### config.mk
export PLATFORM = sky130hd
export DESIGN_NAME = alu_arbiter
export DESIGN_NICKNAME = d
export VERILOG_FILES = /design/src/rtl/alu_arbiter.sv
export SDC_FILE = /design/constraint.sdc
export NUM_CORES = 1
export LEC_CHECK = 0
export CORE_MARGIN = 2
export CORE_UTILIZATION = 40
export CTS_CLUSTER_DIAMETER = 40
export DETAILED_ROUTE_END_ITERATION = 7
export PLACE_DENSITY = 0.94
export SYNTH_ARGS = -nofsm -noshare
export SYNTH_HDL_FRONTEND = slang
export SYNTH_SLANG_ARGS = --single-unit
### constraint.sdc
create_clock -name clk -period 3.8 [get_ports clk]
set_clock_uncertainty 0.1 [all_clocks]
set_input_delay 0.38 -clock clk [delete_from_list [all_inputs] [get_ports clk]]
set_output_delay 0.38 -clock clk [all_outputs]
set_load 0.01 [all_outputs]
### src/rtl/alu_arbiter.sv
// alu_arbiter: shares one combinational ALU between two requesters with round-robin grant.
// Latency: 2 cycles accept->rsp_valid for plain ops, MD_LAT+1 for MULT/DIV (one op in flight).
// Backpressure: no reqN_ready while executing or while a response waits on rsp_ready.
//
// Optional feature: define ALU_ARB_DIV0_TRAP_EN to trap DIV by zero without using the ALU.
//
// Ports:
//   clk, rst                     clock, asynchronous active-high reset
//   reqN_valid/ready/op/a/b      N=0,1 request handshake, op code and operands
//   alu_op, alu_in1, alu_in2     drive the shared ALU (zero outside EXEC)
//   alu_out, alu_zero, alu_neg   ALU results
//   rsp_valid/ready              response handshake
//   rsp_id, rsp_data, rsp_zero, rsp_neg, rsp_err   registered result and issuing requester
module alu_arbiter #(
    parameter int XLEN   = 32,
    parameter int MD_LAT = 4
) (
    input  logic            clk,
    input  logic            rst,
    input  logic            req0_valid,
    output logic            req0_ready,
    input  logic [4:0]      req0_op,
    input  logic [XLEN-1:0] req0_a,
    input  logic [XLEN-1:0] req0_b,
    input  logic            req1_valid,
    output logic            req1_ready,
    input  logic [4:0]      req1_op,
    input  logic [XLEN-1:0] req1_a,
    input  logic [XLEN-1:0] req1_b,
    output logic [4:0]      alu_op,
    output logic [XLEN-1:0] alu_in1,
    output logic [XLEN-1:0] alu_in2,
    input  logic [XLEN-1:0] alu_out,
    input  logic            alu_zero,
    input  logic            alu_neg,
    output logic            rsp_valid,
    input  logic            rsp_ready,
    output logic            rsp_id,
    output logic [XLEN-1:0] rsp_data,
    output logic            rsp_zero,
    output logic            rsp_neg,
    output logic            rsp_err
);

    localparam logic [4:0]    OP_MULT = 5'd12;
    localparam logic [4:0]    OP_DIV  = 5'd13;
    localparam int            CW      = (MD_LAT > 1) ? $clog2(MD_LAT) : 1;
    localparam logic [CW-1:0] MD_LOAD = CW'(MD_LAT - 1);

    typedef enum logic [1:0] {
        IDLE = 2'd0,
        EXEC = 2'd1,
        RESP = 2'd2
    } state_t;

    state_t state, state_nxt;

    logic [4:0]      op_q;
    logic [XLEN-1:0] a_q;
    logic [XLEN-1:0] b_q;
    logic            id_q;
    logic            rr_ptr;
    logic [CW-1:0]   md_cnt;

    logic can_grant;
    logic grant0;
    logic grant1;
    logic accept;
    logic grant_id;
    logic div0_trap;
    logic is_md;
    logic capture;

    always_comb begin
        // A new request may be taken from IDLE, or from RESP in the same cycle
        // the consumer drains the result; rst masks ready so it reads 0 in reset.
        can_grant  = ~rst & ((state == IDLE) | ((state == RESP) & rsp_ready));
        grant0     = req0_valid & (~req1_valid | ~rr_ptr);
        grant1     = req1_valid & (~req0_valid | rr_ptr);
        req0_ready = can_grant & grant0;
        req1_ready = can_grant & grant1;
        accept     = req0_ready | req1_ready;
        grant_id   = req1_ready;

`ifdef ALU_ARB_DIV0_TRAP_EN
        div0_trap = (op_q == OP_DIV) && (b_q == '0);
`else
        div0_trap = 1'b0;
`endif
        // Trapped divides finish in one cycle, so they are not stretched.
        is_md   = ((op_q == OP_MULT) | (op_q == OP_DIV)) & ~div0_trap;
        capture = (state == EXEC) & (~is_md | (md_cnt == '0));

        state_nxt = state;
        case (state)
            IDLE:    if (accept) state_nxt = EXEC;
            EXEC:    if (capture) state_nxt = RESP;
            RESP:    if (rsp_ready) state_nxt = accept ? EXEC : IDLE;
            default: state_nxt = IDLE;
        endcase

        // Keep the ALU inputs quiet whenever no operation is executing.
        alu_op  = 5'd0;
        alu_in1 = '0;
        alu_in2 = '0;
        if ((state == EXEC) && !div0_trap) begin
            alu_op  = op_q;
            alu_in1 = a_q;
            alu_in2 = b_q;
        end
    end

    always_ff @(posedge clk or posedge rst) begin
        if (rst) begin
            state <= IDLE;
        end else begin
            state <= state_nxt;
        end
    end

    always_ff @(posedge clk or posedge rst) begin
        if (rst) begin
            op_q      <= 5'd0;
            a_q       <= '0;
            b_q       <= '0;
            id_q      <= 1'b0;
            rr_ptr    <= 1'b0;
            md_cnt    <= '0;
            rsp_valid <= 1'b0;
            rsp_id    <= 1'b0;
            rsp_data  <= '0;
            rsp_zero  <= 1'b0;
            rsp_neg   <= 1'b0;
        end else begin
            if (accept) begin
                op_q   <= grant_id ? req1_op : req0_op;
                a_q    <= grant_id ? req1_a  : req0_a;
                b_q    <= grant_id ? req1_b  : req0_b;
                id_q   <= grant_id;
                rr_ptr <= ~grant_id;
                md_cnt <= MD_LOAD;
            end else if ((state == EXEC) && is_md && (md_cnt != '0)) begin
                md_cnt <= md_cnt - CW'(1);
            end

            if (capture) begin
                rsp_valid <= 1'b1;
                rsp_id    <= id_q;
                if (div0_trap) begin
                    rsp_data <= '1;
                    rsp_zero <= 1'b0;
                    rsp_neg  <= 1'b1;
                end else begin
                    rsp_data <= alu_out;
                    rsp_zero <= alu_zero;
                    rsp_neg  <= alu_neg;
                end
            end else if ((state == RESP) && rsp_ready) begin
                rsp_valid <= 1'b0;
            end
        end
    end

`ifdef ALU_ARB_DIV0_TRAP_EN
    always_ff @(posedge clk or posedge rst) begin
        if (rst) begin
            rsp_err <= 1'b0;
        end else if (capture) begin
            rsp_err <= div0_trap;
        end
    end
`else
    assign rsp_err = 1'b0;
`endif

endmodule

==> flow_metrics.tcl, run 1 <==
set metrics [dict create \
    run_status "finished, final reports clean" \
    cp.arrival_ns 2.53 \
    htreeDepth 3 \
    ir_worst_vdd_v 0.0003989 \
    coreArea_um2 13090 \
    rsz0062_at_grt "no" \
    path_class "input pin to primary output" \
    fin_cells 875 \
    fin_tns_setup_ns 0 \
    syn_nets 619 \
    dp_hpwl_mm 12.00 \
    cts-resized-gates 0 \
    worst-path-buf-inv 2 \
    power_frac_seq 0.362 \
    place_inst 859 \
    p_comb_frac 0.459 \
    via_per_inst 5.485 \
    grt_pass1_vias 4962 \
    slew_headroom 0.3505 \
    path_max_fanout 10 \
    initialDrtViolationCount 188 \
    grt_pass1_wl_mm 26.28 \
    clock-sinks 111 \
    slowest_stage "clkdlybuf4s50_1" \
    cts_root_buffer "clkbuf_16" \
    initial_core_util 0.4058 \
    dieHeight_um 119.2 \
    synth-seq-area-share 0.5231 \
    die-width_um 119.2 \
    worst_ep_required_time_ns 3.32 \
    gp_congestion 0.7858 \
    grt_max_degree 70 \
    port_buffers 283 \
    whs_ns 0.3922 \
    cts_made_buffers 9 \
    ys_seq_elements 111 \
    synth_flop_cell "dfrtp_1" \
    cp_cell_sequence "clkdlybuf4s50_1 > or2_1 > nor4_2 > clkdlybuf4s50_1" \
    routed_wirelength_mm 16.81 \
    end_kind "primary output" \
    fmax_mhz 332.0 \
    setup_viol 0 \
    layout-drive-gt1-share 0.09728 \
    rows 42 \
    async_flop_share 1.000 \
    fillers 965 \
    power_density_nw_per_um2 674.4 \
    vias 4799 \
    postCtsSetupRepairBufs 0 \
    synth_cells 441 \
    ctsHoldBuffers 0 \
    synth_cell_type_count 37 \
    worstMarginPinSlew_ns 0.9711 \
    timing.final.crit_share 0.7927 \
    antenna_cells 0 \
    hold_viol 0 \
    hold_path_class "flip-flop to flip-flop" \
    internal_power_mw 3.959 \
    ant_nets 0 \
    synthToLayoutAreaGrowth_pct 61.40 \
    boundaryPins 285 \
    cp-start-kind "input pin" \
    cts_tree "done" \
    clkPwrFrac 0.179 \
    post_drt_wl_per_cell_um 19.21 \
    power.switching_mw 1.821 \
    drv_cap 0 \
    syn_area_per_cell_um2 12.04 \
    drv_slew 0 \
    insertion_delay_ns 0.35 \
    yosysWarnings 0 \
    first_pass_iters 4 \
    drc 0 \
    dieArea_um2 14210 \
    antenna_found_initial 0 \
    nNetsFinal 872 \
    grt_util_all_layers 0.2365 \
    clk_pin_slew_worst_paths_ns 0.07 \
    leakagePower_nw 3.294 \
    synthesis.area_um2 5310 \
    crit_family "buffers and inverters" \
    crit_top_cell "clkdlybuf4s50_1" \
    min_period_ns 3.012 \
    cts.path.max_buffers 2 \
    cpPeakStageDelay_ns 0.67 \
    grt_overflow_total 0 \
    swShare 0.3150 \
    synth_edf_count 0 \
]
worst register-to-register path, delay by kind of cell (launching register included):
kind	cells	cell delay, ns
simple gates	2	1.29
flops	1	0.43
buf+inv	1	0.32
compound gates	1	0.22
logic make-up (layout without fill, tap and decap cells):
family	Yosys count	after routing	synth area share
AOI/OAI and AO/OA	147	147	0.2418
DFF	111	111	0.5231
and+or+nand+nor	90	90	0.1098
buffers and inverters	56	314	0.04807
muxes	35	35	0.07422
adders and majority gates	1	1	0.002356
other	1	1	0.0007062
through the flow:
step	area [um^2]	power (mW)	util	worst slack, ns
CTS	8571	5.836	0.6550	0.7629
finish	8571	5.780	0.6550	0.7879
detailed placement	8245	4.774	0.6301	0.7852
global route	8571	6.096	0.6550	0.6454
floorplan	5310	3.426	-	0.3893
global placement	8245	4.659	0.6301	0.8862
cell usage after synthesis (4+ instances only):
library cell  count  area [um^2]
a221o_1           4        40.04
a2bb2oi_1        65        569.3
and2_1           69        431.7
buf_1             6        22.52
buf_2             9        45.04
buf_6             4        45.04
clkbuf_1         31        116.4
dfrtp_1         111         2778
inv_1             5        18.77
mux2_2           33        371.6
nor4b_1           4        35.03
o21ai_0           5        25.02
o32ai_1          65        569.3
state kept, by name, indices dropped and copies added, names as in the netlist:
signal     cells
a_q           32
b_q           32
rsp_data      32
op_q           5
md_cnt         2
state          2
id_q           1
rr_ptr         1
rsp_id         1
rsp_neg        1
rsp_valid      1
rsp_zero       1
cell type report:
cell class / count / area [um^2] / area share
Inverter: 5 / 21.27 / 0.002482
Clock buffer: 13 / 260.3 / 0.03037
Timing Repair Buffer: 293 / 2920 / 0.3407
Clock inverter: 3 / 65.06 / 0.007591
Sequential cell: 111 / 2778 / 0.3241
Tap cell: 176 / 220.2 / 0.02569
Multi-Input combinational cell: 274 / 2306 / 0.2691
power groups by stage:
stage,clock (mW),sequential [mW],combinational [mW]
2_1_floorplan,0,2.09,1.33
3_3_place_gp,0,2.07,2.58
3_5_place_dp,0,2.10,2.68
4_1_cts,1.05,2.09,2.69
5_1_grt,1.10,2.16,2.83
6_report,1.03,2.09,2.65
cell usage in the layout (no fill, tap or decap), types with 5 or more instances in the layout:
cell type        Yosys  layout
a2bb2oi_1           65      65
and2_1              69      69
buf_4                1       9
clkbuf_16            0       9
clkdlybuf4s50_1      0     283
dfrtp_1            111     111
mux2_2              33      33
o21ai_0              5       5
o32ai_1             65      65
per-layer routing:
metal	global-route usage	vias up	part of all wire
li1	-	2213	-
met1	0.2732	2359	0.38
met2	0.4267	196	0.53
met3	0.04741	31	0.065
met4	0.09673	0	0.024
met5	0	-	0
worst paths after layout:
check / from / depth (start not counted) / endpoint / slack, ns
max: rst / 4 / req1_ready / 0.79
min: rsp_data[14] / 1 / rsp_data[14] / 0.39
max reg2reg: state[0] / 4 / b_q[13] / 1.36
min reg2reg: rsp_data[14] / 1 / rsp_data[14] / 0.39
max in group asynchronous: rst / 3 / rsp_data[19] / 2.18
min in group asynchronous: rst / 2 / b_q[2] / 0.51
(Power assumes the default switching activity.)
==> inputs of run 2 (changes only) <==
- clock period: 3.8 -> 2.98 ns (I/O delays scaled with it)
==> run 2 against run 1 <==
  * Core utilization up 0.49 points
  * Hold slack got worse by 0.068 ns
  * Die area did not move
  * Clock-buffer cell count fell by 3
  * Global-route usage decreased by 0.21 points
  * Cell count up 0.46%
  * Setup slack got worse by 0.28 ns
  * Sequential cell count unchanged
  * Sequential share of layout area is 0.24 points lower
  * Via count fell by 0.48%
  * Wire length is 0.82% lower
  * Clock power up 27%
==> flow_metrics.tcl, run 2 (synthesis gave the netlist of run 1 again) <==
set metrics [dict create \
    place_inst 863 \
    ir_worst_vdd_v 0.0004873 \
    dieHeight_um 119.2 \
    cts.path.max_buffers 2 \
    slew_headroom 0.5119 \
    cp.arrival_ns 2.08 \
    postCtsSetupRepairBufs 0 \
    cts-resized-gates 0 \
    dieArea_um2 14210 \
    cp_cell_sequence "nor2b_4 > buf_4 > and2_1 > clkdlybuf4s50_1" \
    path_class "flip-flop to primary output" \
    antenna_found_initial 0 \
    r2r_cells 4 \
    leakagePower_nw 3.318 \
    final_cell_mix "clkdlybuf4s50_1, dfrtp_1, and2_1, o32ai_1, a2bb2oi_1" \
    layout-drive-gt1-share 0.1053 \
    nNetsFinal 876 \
    slowest_stage "clkdlybuf4s50_1" \
    end_kind "primary output" \
    drv_cap 0 \
    hold_viol 0 \
    r2r-end "rsp_data[20]" \
    cpPeakStageDelay_ns 0.56 \
    htreeDepth 3 \
    place_ws_ns 0.6421 \
    cts_made_buffers 9 \
    fillers 960 \
    drv_slew 0 \
    crit_family "buffers and inverters" \
    port_buffers 283 \
    die-width_um 119.2 \
    boundaryPins 285 \
    vias 4776 \
    drc 0 \
    dp_hpwl_mm 11.97 \
    antenna_cells 0 \
    routed_wirelength_mm 16.67 \
    min_period_ns 2.476 \
    cts_root_buffer "clkbuf_16" \
    initial_core_util 0.4058 \
    rsz0062_at_grt "no" \
    whs_ns 0.3241 \
    path_max_fanout 44 \
    post_drt_wl_per_cell_um 18.96 \
    grt_pass1_vias 5061 \
    grt_overflow_total 0 \
    final_area_um2 8635 \
    initialDrtViolationCount 198 \
    final_util 0.6599 \
    timing.final.crit_share 0.8310 \
    fin_ws_ns 0.5036 \
    power_density_nw_per_um2 858.3 \
    via_per_inst 5.433 \
    cp-start-kind "flip-flop" \
    synthToLayoutAreaGrowth_pct 62.61 \
    worst_ep_required_time_ns 2.58 \
    fmax_mhz 403.8 \
    rows 42 \
    fin_tns_setup_ns 0 \
    rrSetupSlack_ns 0.82 \
    final_common_cell "clkdlybuf4s50_1" \
    hold_path_class "input pin to async pin" \
    setup_viol 0 \
    clock-sinks 111 \
    run_status "finished, final reports clean" \
    first_pass_iters 4 \
    worst-path-buf-inv 2 \
    cts_tree "done" \
    insertion_delay_ns 0.35 \
    grt_pass1_wl_mm 26.53 \
    clk_pin_slew_worst_paths_ns 0.07 \
    coreArea_um2 13090 \
    p_total_mw 7.411 \
    worstMarginPinSlew_ns 0.7322 \
    ant_nets 0 \
    grt_max_degree 70 \
    largestRegisters "a_q: 32 flops, b_q: 32 flops, rsp_data: 32 flops" \
    ctsHoldBuffers 0 \
    gp_congestion 0.7665 \
    fin_cells 879 \
    rr_startpoint "op_q[1]" \
    placed_area_um2 8302 \
    grt_util_all_layers 0.2344 \
]
## run 2: power breakdown
part	switching (mW)	leakage [nW]	total (mW)	internal (mW)
clock	0.550	0.159	1.31	0.764
combinational	1.39	1.92	3.44	2.05
sequential	0.419	1.24	2.66	2.24
total	2.36	3.32	7.41	5.05
## run 2: final cells by class
class / count / area (um^2) / area share
clock buffers: 10 / 239.0 / 0.02768
clock inverters: 6 / 93.84 / 0.01087
inverters: 5 / 22.52 / 0.002608
multi-input cells: 274 / 2306 / 0.2671
flip-flops and latches: 111 / 2778 / 0.3217
well taps: 176 / 220.2 / 0.02550
repair buffers: 297 / 2975 / 0.3446
## run 2: worst reg2reg max path, cell delays in order (launching register included)
cell	delay [ns]
dfrtp_1	0.41
nand3b_1	0.39
o31ai_4	0.27
buf_4	0.44
mux2_2	0.43
## run 2: metal layers
metal | up-vias | track usage | share of wire
met5 | - | 0 | 0
met4 | 0 | 0.07589 | 0.020
met3 | 25 | 0.04502 | 0.053
met2 | 182 | 0.4210 | 0.53
met1 | 2357 | 0.2821 | 0.40
li1 | 2212 | - | -
## run 2: worst max path at each step
| stage | endpoint | slack [ns] | start | cells past startpoint |
|---|---|---|---|---|
| after floorplan | md_cnt[0] | 1.07 | md_cnt[0] | 5 |
| after global placement | req1_ready | 0.64 | rst | 4 |
| after detailed placement | req1_ready | 0.64 | rst | 4 |
| after CTS | alu_in1[16] | 0.48 | state[0] | 4 |
| after global routing | alu_in1[28] | 0.38 | state[0] | 4 |
| final | alu_in1[16] | 0.50 | state[0] | 4 |
==> inputs of run 3 (changes only) <==
- clock period: 2.98 -> 2.4 ns (I/O delays scaled with it)
==> run 3 against run 2 <==
  * Sequential cell count stayed put
  * Non-clock buffer count grew 2
  * Global-route usage rose by 0.54 points
  * Register-to-register slack lost 0.51 ns
  * Critical path depth unchanged
  * Core utilization up 0.13 points
  * Clock-buffer cell count rose by 1
  * Via count grew 2.0%
  * Critical path type unchanged
  * Sequential power increased by 25%
  * Total power rose by 24%
  * Setup slack got worse by 0.43 ns
==> flow_metrics.tcl, run 3 (synthesis gave the netlist of run 1 again) <==
set metrics [dict create \
    run_status "finished, final reports clean" \
    antenna_cells 0 \
    leakagePower_nw 3.346 \
    min_period_ns 2.330 \
    final_cell_mix "clkdlybuf4s50_1, dfrtp_1, and2_1, o32ai_1, a2bb2oi_1" \
    cts_tree "done" \
    boundaryPins 285 \
    hold_viol 0 \
    worst_ep_required_time_ns 2.06 \
    port_buffers 283 \
    hold_path_class "input pin to async pin" \
    final_common_cell "clkdlybuf4s50_1" \
    p_total_mw 9.174 \
    antenna_found_initial 0 \
    initialDrtViolationCount 292 \
    htreeDepth 3 \
    fin_ws_ns 0.07049 \
    ir_worst_vdd_v 0.0006774 \
    initial_core_util 0.4058 \
    cts.path.max_buffers 2 \
    internal_power_mw 6.219 \
    power_density_nw_per_um2 1060 \
    slew_headroom 0.5160 \
    placed_area_um2 8329 \
    drv_cap 0 \
    routed_wirelength_mm 17.14 \
    swShare 0.3221 \
    nNetsFinal 878 \
    grt_util_all_layers 0.2398 \
    post_drt_wl_per_cell_um 19.45 \
    place_ws_ns 0.1929 \
    whs_ns 0.3470 \
    cts_made_buffers 9 \
    clock-sinks 111 \
    postCtsSetupRepairBufs 0 \
    cp-start-kind "flip-flop" \
    cp.arrival_ns 1.99 \
    rows 42 \
    setup_viol 0 \
    vias 4870 \
    coreArea_um2 13090 \
    path_class "flip-flop to primary output" \
    first_pass_iters 4 \
    p_comb_frac 0.470 \
    die-width_um 119.2 \
    grt_overflow_total 0 \
    drv_slew 0 \
    dieArea_um2 14210 \
    multi_input_area_um2 2306 \
    drc 0 \
    cts_root_buffer "clkbuf_16" \
    power_frac_seq 0.362 \
    final_area_um2 8652 \
    timing.final.crit_share 0.9706 \
    grt_max_degree 70 \
    largestRegisters "a_q: 32 flops, b_q: 32 flops, rsp_data: 32 flops" \
    path_max_fanout 31 \
    ant_nets 0 \
    dp_hpwl_mm 12.15 \
    final_util 0.6612 \
    grt_pass1_wl_mm 26.93 \
    ctsHoldBuffers 0 \
    worstMarginPinSlew_ns 0.7260 \
    dieHeight_um 119.2 \
    gp_congestion 0.7649 \
    fmax_mhz 429.3 \
    ff_latch_area_um2 2778 \
    clkPwrFrac 0.168 \
    power.switching_mw 2.955 \
    clk_pin_slew_worst_paths_ns 0.07 \
    end_kind "primary output" \
    grt_pass1_vias 5131 \
    fillers 945 \
    layout-drive-gt1-share 0.1078 \
    synthToLayoutAreaGrowth_pct 62.94 \
    via_per_inst 5.528 \
    insertion_delay_ns 0.35 \
    rsz0062_at_grt "yes" \
]
==> run 3: changes by cell type in the layout (fill, tap and decap cells not counted), sizes merged <==
cell	delta
dlymetal6s2s	+1
buf	+2
clkbuf	+1
clkdlybuf4s50	-1
bufinv	-1
==> run 3: what timing repair did <==
item	CTS	global route
resized for setup	1	3
endpoints found under the setup margin	10	36
endpoints found under the hold margin	0	0
==> run 3: per-layer routing <==
| layer | vias up | wire length [um] | global-route usage |
|---|---|---|---|
| li1 | 2223 | - | - |
| met1 | 2388 | 6537 | 0.2773 |
| met2 | 211 | 9030 | 0.4314 |
| met3 | 48 | 1017 | 0.04023 |
| met4 | 0 | 552 | 0.1116 |
| met5 | - | 0 | 0 |
==> run 3: final cells by class <==
class / instances / area share
repair buffers: 299 / 0.3487
flip-flops and latches: 111 / 0.3210
multi-input cells: 274 / 0.2665
clock buffers: 11 / 0.02921
well taps: 176 / 0.02545
clock inverters: 5 / 0.006508
inverters: 5 / 0.002603
==> run 3: final timing paths <==
check	slack (ns)	cells after the start	start	end
min reg2reg	0.40	1	rsp_data[14]	rsp_data[14]
min in group clk	0.40	1	rsp_data[14]	rsp_data[14]
min	0.35	4	rst	a_q[29]
max in group asynchronous	1.28	4	rst	b_q[25]
max	0.07	4	state[0]	alu_in2[10]
max reg2reg	0.31	5	md_cnt[0]	md_cnt[0]
==> run 3: power groups by stage <==
stage          Sequential (mW)  Clock [mW]  Combinational [mW]
2_1_floorplan             3.32           0                2.11
3_3_place_gp              3.26           0                4.17
3_5_place_dp              3.33           0                4.32
4_1_cts                   3.32        1.57                4.34
5_1_grt                   3.43        1.65                4.59
6_report                  3.32        1.54                4.31
==> run 3: through the flow <==
stage | cells | setup TNS, ns
after floorplan | 441 | 0
after global placement | 865 | 0
after detailed placement | 865 | 0
after CTS | 881 | 0
after global routing | 881 | -0.02318
final | 881 | 0
==> run 3: worst max-delay path: stages, from the launching register on <==
cell and delay, ns:
dfrtp_1 0.44, nor2b_4 0.21, buf_6 0.24, and2_1 0.17, clkdlybuf4s50_1 0.57
